--- src/rtl/mesh_pkg.sv ---
// Shared definitions for the systolic mesh datapath.
//   COLS  : number of mesh columns
//   ACC_W : width of one accumulator result
//   ID_W  : tile id width
//   mesh_row_t : one full row of column results plus its tile id and last flag.
//     It is used by the input feeder and by the output deskew FIFO.
package mesh_pkg;

  localparam int COLS  = 4;
  localparam int ACC_W = 20;
  localparam int ID_W  = 3;

  typedef struct packed {
    logic [COLS-1:0][ACC_W-1:0] c;
    logic [ID_W-1:0]            id;
    logic                       last;
  } mesh_row_t;

endpackage

--- src/rtl/mesh_out_fifo.sv ---
// Synchronous FIFO of aligned mesh rows.
//   clk, rst_n : clock, asynchronous active-low reset (pointers/count only)
//   push, din  : write request and row; accepted if not full, or if full with a pop in the same cycle
//   pop        : read request; ignored while empty
//   dout       : head row, forced to zero while empty
//   count      : number of stored rows (log2(DEPTH)+1 bits)
//   full, empty: occupancy status
module mesh_out_fifo
  import mesh_pkg::*;
#(
  parameter int DEPTH = 8,
  localparam int PTR_W = $clog2(DEPTH),
  localparam int CNT_W = PTR_W + 1
) (
  input  logic             clk,
  input  logic             rst_n,
  input  logic             push,
  input  mesh_row_t        din,
  input  logic             pop,
  output mesh_row_t        dout,
  output logic [CNT_W-1:0] count,
  output logic             full,
  output logic             empty
);

  mesh_row_t        mem [DEPTH];
  logic [PTR_W-1:0] wr_ptr;
  logic [PTR_W-1:0] rd_ptr;
  logic             do_push;
  logic             do_pop;

  assign empty   = (count == '0);
  assign full    = (count == CNT_W'(DEPTH));
  assign do_pop  = pop & ~empty;
  // When full, a simultaneous pop frees the head slot, which is exactly the
  // slot wr_ptr points at, so the incoming row may overwrite it.
  assign do_push = push & (~full | do_pop);

  always_ff @(posedge clk) begin
    if (do_push) mem[wr_ptr] <= din;
  end

  always_ff @(posedge clk or negedge rst_n) begin
    if (!rst_n) begin
      wr_ptr <= '0;
      rd_ptr <= '0;
      count  <= '0;
    end else begin
      if (do_push) wr_ptr <= wr_ptr + PTR_W'(1);
      if (do_pop)  rd_ptr <= rd_ptr + PTR_W'(1);
      count <= count + CNT_W'(do_push) - CNT_W'(do_pop);
    end
  end

  assign dout = empty ? '0 : mem[rd_ptr];

endmodule

--- src/rtl/mesh_out_deskew.sv ---
// Output deskew for the bottom row of the systolic mesh.
// Column j arrives j cycles after column 0; each column is delayed by
// (COLS-1-j) registers so a whole row lines up, then the aligned row is
// pushed into a FIFO drained over a valid/ready handshake.
// Optional build macro: MESH_OUT_ID_CHECK_EN -- carry id/last on every column
// and flag (id_err) any aligned row whose id/last disagree with column 0.
// Ports:
//   clk, rst_n             : clock, asynchronous active-low reset
//   in_valid/in_c/in_id/in_last : skewed per-column inputs (column j at slice j)
//   out_valid/out_ready    : aligned-row handshake
//   out_c/out_id/out_last  : aligned row (id/last taken from column 0)
//   almost_full            : count >= DEPTH-COLS (room for rows still in the deskew chains)
//   overflow/skew_err/id_err : sticky error flags, cleared only by reset
module mesh_out_deskew
  import mesh_pkg::*;
#(
  parameter int DEPTH = 8
) (
  input  logic                  clk,
  input  logic                  rst_n,
  input  logic [COLS-1:0]       in_valid,
  input  logic [COLS*ACC_W-1:0] in_c,
  input  logic [COLS*ID_W-1:0]  in_id,
  input  logic [COLS-1:0]       in_last,
  output logic                  out_valid,
  input  logic                  out_ready,
  output logic [COLS*ACC_W-1:0] out_c,
  output logic [ID_W-1:0]       out_id,
  output logic                  out_last,
  output logic                  almost_full,
  output logic                  overflow,
  output logic                  skew_err,
  output logic                  id_err
);

  localparam int CNT_W = $clog2(DEPTH) + 1;

  logic [COLS-1:0]  al_vld;
  logic [ACC_W-1:0] al_c [COLS];
  logic [ID_W-1:0]  al_id0;
  logic             al_last0;
`ifdef MESH_OUT_ID_CHECK_EN
  logic [COLS-1:0]  id_mis;
`endif

  for (genvar j = 0; j < COLS; j++) begin : g_col
    localparam int L = COLS - 1 - j;

    // Stage boundary: per-column valid/data delay chain, L registers deep
    if (L == 0) begin : g_comb
      assign al_vld[j] = in_valid[j];
      assign al_c[j]   = in_c[j*ACC_W +: ACC_W];
    end else begin : g_dly
      logic [L-1:0]     vld_p;
      logic [ACC_W-1:0] c_p [L];

      always_ff @(posedge clk or negedge rst_n) begin
        if (!rst_n) begin
          vld_p <= '0;
          for (int k = 0; k < L; k++) c_p[k] <= '0;
        end else begin
          vld_p[0] <= in_valid[j];
          c_p[0]   <= in_c[j*ACC_W +: ACC_W];
          for (int k = 1; k < L; k++) begin
            vld_p[k] <= vld_p[k-1];
            c_p[k]   <= c_p[k-1];
          end
        end
      end

      assign al_vld[j] = vld_p[L-1];
      assign al_c[j]   = c_p[L-1];
    end

    // Stage boundary: id/last chains; column 0 always carries them because
    // the aligned row forwards column 0's id/last.
    if (j == 0) begin : g_id0
      logic [ID_W-1:0] id_p [L];
      logic [L-1:0]    last_p;

      always_ff @(posedge clk or negedge rst_n) begin
        if (!rst_n) begin
          last_p <= '0;
          for (int k = 0; k < L; k++) id_p[k] <= '0;
        end else begin
          id_p[0]   <= in_id[0 +: ID_W];
          last_p[0] <= in_last[0];
          for (int k = 1; k < L; k++) begin
            id_p[k]   <= id_p[k-1];
            last_p[k] <= last_p[k-1];
          end
        end
      end

      assign al_id0   = id_p[L-1];
      assign al_last0 = last_p[L-1];
`ifdef MESH_OUT_ID_CHECK_EN
      assign id_mis[0] = 1'b0;
`endif
    end else begin : g_idn
`ifdef MESH_OUT_ID_CHECK_EN
      logic [ID_W-1:0] ci;
      logic            cl;

      if (L == 0) begin : g_idc
        assign ci = in_id[j*ID_W +: ID_W];
        assign cl = in_last[j];
      end else begin : g_idd
        logic [ID_W-1:0] id_p [L];
        logic [L-1:0]    last_p;

        always_ff @(posedge clk or negedge rst_n) begin
          if (!rst_n) begin
            last_p <= '0;
            for (int k = 0; k < L; k++) id_p[k] <= '0;
          end else begin
            id_p[0]   <= in_id[j*ID_W +: ID_W];
            last_p[0] <= in_last[j];
            for (int k = 1; k < L; k++) begin
              id_p[k]   <= id_p[k-1];
              last_p[k] <= last_p[k-1];
            end
          end
        end

        assign ci = id_p[L-1];
        assign cl = last_p[L-1];
      end

      assign id_mis[j] = (ci != al_id0) || (cl != al_last0);
`else
      // Without the id check these columns' id/last are not needed.
      logic unused_idl;
      assign unused_idl = ^{in_id[j*ID_W +: ID_W], in_last[j]};
`endif
    end
  end

  // Stage boundary: aligned row -> FIFO
  logic             all_vld;
  logic             any_vld;
  logic             pop;
  logic             fifo_full;
  logic             fifo_empty;
  logic [CNT_W-1:0] fifo_count;
  mesh_row_t        push_row;
  mesh_row_t        head_row;

  assign all_vld = &al_vld;
  assign any_vld = |al_vld;

  always_comb begin
    push_row = '0;
    for (int j = 0; j < COLS; j++) push_row.c[j] = al_c[j];
    push_row.id   = al_id0;
    push_row.last = al_last0;
  end

  mesh_out_fifo #(.DEPTH(DEPTH)) u_fifo (
    .clk   (clk),
    .rst_n (rst_n),
    .push  (all_vld),
    .din   (push_row),
    .pop   (pop),
    .dout  (head_row),
    .count (fifo_count),
    .full  (fifo_full),
    .empty (fifo_empty)
  );

  assign out_valid   = ~fifo_empty;
  assign pop         = out_valid & out_ready;
  assign out_c       = head_row.c;
  assign out_id      = head_row.id;
  assign out_last    = head_row.last;
  assign almost_full = (fifo_count >= CNT_W'(DEPTH - COLS));

  always_ff @(posedge clk or negedge rst_n) begin
    if (!rst_n) begin
      overflow <= 1'b0;
      skew_err <= 1'b0;
    end else begin
      // The mesh cannot stall, so a row arriving at a full FIFO with no pop is lost.
      if (all_vld && fifo_full && !pop) overflow <= 1'b1;
      if (any_vld && !all_vld)          skew_err <= 1'b1;
    end
  end

`ifdef MESH_OUT_ID_CHECK_EN
  always_ff @(posedge clk or negedge rst_n) begin
    if (!rst_n) id_err <= 1'b0;
    else if (all_vld && (|id_mis)) id_err <= 1'b1;
  end
`else
  assign id_err = 1'b0;
`endif

endmodule

--- config.mk ---
export PLATFORM = sky130hd
export DESIGN_NAME = mesh_out_deskew
export DESIGN_NICKNAME = d
export VERILOG_FILES = /design/src/rtl/mesh_pkg.sv /design/src/rtl/mesh_out_fifo.sv /design/src/rtl/mesh_out_deskew.sv
export SDC_FILE = /design/constraint.sdc
export NUM_CORES = 1
export LEC_CHECK = 0
export ABC_CLOCK_PERIOD_IN_PS = 9700
export CAP_MARGIN = 10
export CELL_PAD_IN_SITES_DETAIL_PLACEMENT = 0
export CELL_PAD_IN_SITES_GLOBAL_PLACEMENT = 1
export CORE_MARGIN = 3
export CORE_UTILIZATION = 30
export CTS_BUF_LIST = sky130_fd_sc_hd__clkbuf_2 sky130_fd_sc_hd__clkbuf_4 sky130_fd_sc_hd__clkbuf_8
export DETAILED_ROUTE_END_ITERATION = 8
export GPL_ROUTABILITY_DRIVEN = 0
export HOLD_SLACK_MARGIN = 0.02
export PLACE_DENSITY_LB_ADDON = 0.25
export RECOVER_POWER = 25
export SKIP_LAST_GASP = 1
export SLEW_MARGIN = 10
export SYNTH_ARGS = -nofsm -noshare
export SYNTH_HDL_FRONTEND = slang
export SYNTH_HIERARCHICAL = 1
export SYNTH_SLANG_ARGS = --single-unit
export TNS_END_PERCENT = 20
--- constraint.sdc ---
create_clock -name clk -period 9.7 [get_ports clk]
set_clock_uncertainty 0.1 [all_clocks]
set_input_delay 1.455 -clock clk [delete_from_list [all_inputs] [get_ports clk]]
set_output_delay 1.455 -clock clk [all_outputs]
set_load 0.005 [all_outputs]
==> results summary <==
The count of different cell masters after synthesis is 37. In the post-route analysis, the smallest setup slack over all paths is 4130 ps. The horizontal die dimension is 318 µm. The final setup violation count is 0.

The final cell utilization of the core is 37.1%. 192 I/O pins were placed. The share of synthesized cell area in and, or, nand and nor gates is 0.497%. The share of total power dissipated in combinational logic is 25.6%.

Dividing the detail-routed wire length by the instance count gives 22.6 µm. The instance count after placement with tap cells included is 2,601. The initial core utilization is 30.5%. The slew at the pin closest to its max-slew limit is 938 ps. The power share of the clock group is 32.7%. TritonCTS built the clock tree. The number of design rule violations left after detail routing is 0. The number of hold buffers added after CTS was 0.

Static timing analysis puts the maximum clock frequency at 0.179 GHz. The overall track demand over capacity in global routing came out at 13.0%. The total wirelength of the detailed-routed design is 64.7 mm. The total CTS buffers came out at 144. The proportion of total power due to net switching is 27.4%. The number of clock sinks is 822. The worst ir drop on vdd came out at 263 µV. The initial antenna violation count came to 1.

The floorplan step set the die height to 318 µm. Setup repair after global routing left no endpoint under its margin. Data arrives at the worst endpoint at 4020 ps. The die outline area is 101,000 µm². The total via count in the routed design came out at 13,116. The post-CTS setup buffer count is 0. For this run, the number of Yosys warnings is 6. After synthesis, the largest area contributor takes up 69.1% of total cell area. The worst setup path is captured at an output port.

The net switching power of the design came out at 2.70 mW. The number of buffers on the longest clock path is 3. The post-synthesis compound-gate area fraction came out at 2.70%. The flow ran to the end, and the final reports show no timing, DRC or antenna violations.

By area the synthesized netlist is led by sky130_fd_sc_hd__edfxtp_1 69%, sky130_fd_sc_hd__mux4_2 13%, sky130_fd_sc_hd__dfrtp_1 13%. In the finished design, the share of the clock period the worst path needs comes to 57.5%. The proportion of register bits with asynchronous set or reset after synthesis came out at 18.2%. The clock latency at the later pin of the worst-skew pair came out at 780 ps. The power density normalized to cell area is 277 nW/µm². The shortest period the worst path allows came out at 5570 ps.

The number of nets in the synthesized netlist is 1,301. The post-cts resize count came out at 0. The xor-xnor portion of the synthesized cell area is 0.180%. The average vias per placed instance came out at 4.58. The total area inside the core boundary comes to 95,700 µm². The peak fanout along the critical path is 94.

The number of global-route vias before repair is 14,733. The first global-routing pass estimated 96.6 mm of wire. The total of flip-flops plus latches after synthesis came out at 822. The worst hold slack came out at 226 ps. After legalization and detailed placement, the total HPWL measured 32.1 mm. For this run, the detailed router's first-pass iteration total came to 5. Of the cells placed in the final design, the portion with a size suffix greater than 1 is 28.1%. In the post-synthesis netlist, the cell with the most instances is sky130_fd_sc_hd__edfxtp_1. The post-placement setup slack came out at 4780 ps. Ranked by instance count, the synthesized netlist is headed by 672 x sky130_fd_sc_hd__edfxtp_1, 168 x sky130_fd_sc_hd__mux4_2, 150 x sky130_fd_sc_hd__dfrtp_1.

In this run the tightest slew margin relative to its limit is 37.5%. In the synthesized netlist the dominant register cell turns out to be sky130_fd_sc_hd__edfxtp_1. The number of buffers added on ports is 178. The sequential area share after synthesis is 81.9%. The H-tree generated during clock tree synthesis spans 4 levels. The static power due to leakage came out at 11.8 nW. The instance count of the mapped netlist is 1,190. The largest family of logic cells by synthesized area is multiplexers. The final number of hold-violating endpoints came to 0. The largest net degree at the start of global routing is 95.

The first routing iteration left 900 violations. The overflow left after global routing is 0. The synthesized design spends more area on one cell type than any other, namely sky130_fd_sc_hd__edfxtp_1.

Once layout is complete, the cells apart from fillers number 2,862. Clock tree synthesis selected as its root buffer the cell sky130_fd_sc_hd__clkbuf_8. The number of nets with antenna violations after detailed routing is 0. The critical path required time is 8150 ps. The layout overhead on the synthesized area came out at 21.6%.

The final-report max-slew violation count came to 0. The row count is 113. Cell internal power was estimated by the tool at 7.16 mW. For this run, the post-layout net count is 1,593. The worst hold path class is reg -> reg.

The clock slew at the register clock pins of the worst setup and hold paths is 60 ps. The number of max-cap violations came out at 0. The proportion of synthesized area in mux cells came out at 13.1%. The synthesized area came out at 29,200 µm². The sequential share of power is 41.7%. The average size of a mapped cell came out at 24.5 µm².

The category of the critical setup timing path is reg -> out. The worst setup path is launched from a flip-flop. The count of flip-flops with a built-in enable after synthesis came out at 672. Of the total synthesized cell area, the portion taken by full adders, half adders and majority gates is 0.368%.

The total negative setup slack is 0 ps.
[power by group through the flow]
stage | Clock [mW] | Sequential, mW | Combinational, mW
6_report | 3.22 | 4.11 | 2.53
5_1_grt | 3.52 | 4.14 | 2.73
4_1_cts | 3.37 | 4.12 | 2.63
3_5_place_dp | 0 | 4.19 | 2.62
3_3_place_gp | 0 | 4.18 | 2.62
2_1_floorplan | 0 | 4.06 | 1.56
[metal layers]
metal	GRT usage, %	vias up	share of wire [%]
li1	-	5604	-
met5	0	-	0
met2	21.9	311	51
met3	3.18	113	4.4
met4	4.51	0	2.2
met1	16.4	7088	43
[critical path: stages, from the launching register on]
cell and delay [ps]:
sky130_fd_sc_hd__dfrtp_4 970, sky130_fd_sc_hd__buf_12 640, sky130_fd_sc_hd__mux4_2 610, sky130_fd_sc_hd__a22o_1 320
sky130_fd_sc_hd__clkdlybuf4s50_1 480
[worst paths after layout]
path / start / endpoint / slack (ps) / cells after the start
max: u_fifo/rd_ptr[0] / out_c[14] / 4130 / 4
min: g_col[0].g_dly.c_p[24] / al_c[64] / 230 / 0
max reg2reg: u_fifo/count[2] / u_fifo/mem[4][52] / 6410 / 10
min reg2reg: g_col[0].g_dly.c_p[24] / al_c[64] / 230 / 0
max in group asynchronous: rst_n / g_col[0].g_dly.c_p[24] / 6970 / 3
min in group asynchronous: rst_n / g_col[1].g_dly.c_p[27] / 520 / 1
[cell type report]
cell class | count | area (µm²)
Sequential cell | 822 | 23900
Multi-Input combinational cell | 302 | 4980
Antenna cell | 2 | 5.00
Clock inverter | 57 | 470
Fill cell | 8677 | 60200
Clock buffer | 202 | 2510
Tap cell | 1265 | 1580
Inverter | 9 | 33.8
Timing Repair Buffer | 203 | 2000
[registers in the layout (all words and copies together) (netlist names), 3 cells and up]
signal / cells
u_fifo/wr_ptr: 3
u_fifo/rd_ptr: 3
g_col.g_dly.c_p: 80
al_id0: 3
u_fifo/mem: 672
u_fifo/count: 4
g_col.g_dly.vld_p: 6
g_col.g_id0.last_p: 3
g_col.g_id0.id_p: 6
al_c: 40
[logic make-up after synthesis]
family / count (synthesis)
DFF: 822
muxes: 171
AOI/OAI and AO/OA: 91
buffers and inverters: 66
and+or+nand+nor: 25
adders and majority gates: 8
xor gates and xnor gates: 6
other: 1
[stage by stage]
step	power (mW)	cell area, µm²
6_report	9.86	35500
4_1_cts	10.1	35500
3_5_place_dp	6.81	32500
3_3_place_gp	6.80	32500
5_1_grt	10.4	35500
2_1_floorplan	5.61	29200
[placed cells by master, fill, tap and decap left out, types with 5 or more instances in the layout]
cell	instances
sky130_fd_sc_hd__a22o_1	84
sky130_fd_sc_hd__buf_4	23
sky130_fd_sc_hd__bufinv_16	5
sky130_fd_sc_hd__clkbuf_4	43
sky130_fd_sc_hd__clkbuf_8	160
sky130_fd_sc_hd__clkdlybuf4s50_1	177
sky130_fd_sc_hd__clkinv_1	24
sky130_fd_sc_hd__clkinv_2	11
sky130_fd_sc_hd__clkinvlp_4	7
sky130_fd_sc_hd__dfrtp_1	148
sky130_fd_sc_hd__edfxtp_1	672
sky130_fd_sc_hd__ha_1	7
sky130_fd_sc_hd__inv_1	8
sky130_fd_sc_hd__mux4_2	168
sky130_fd_sc_hd__xnor2_1	5
Power figures use the tool's default switching activity.
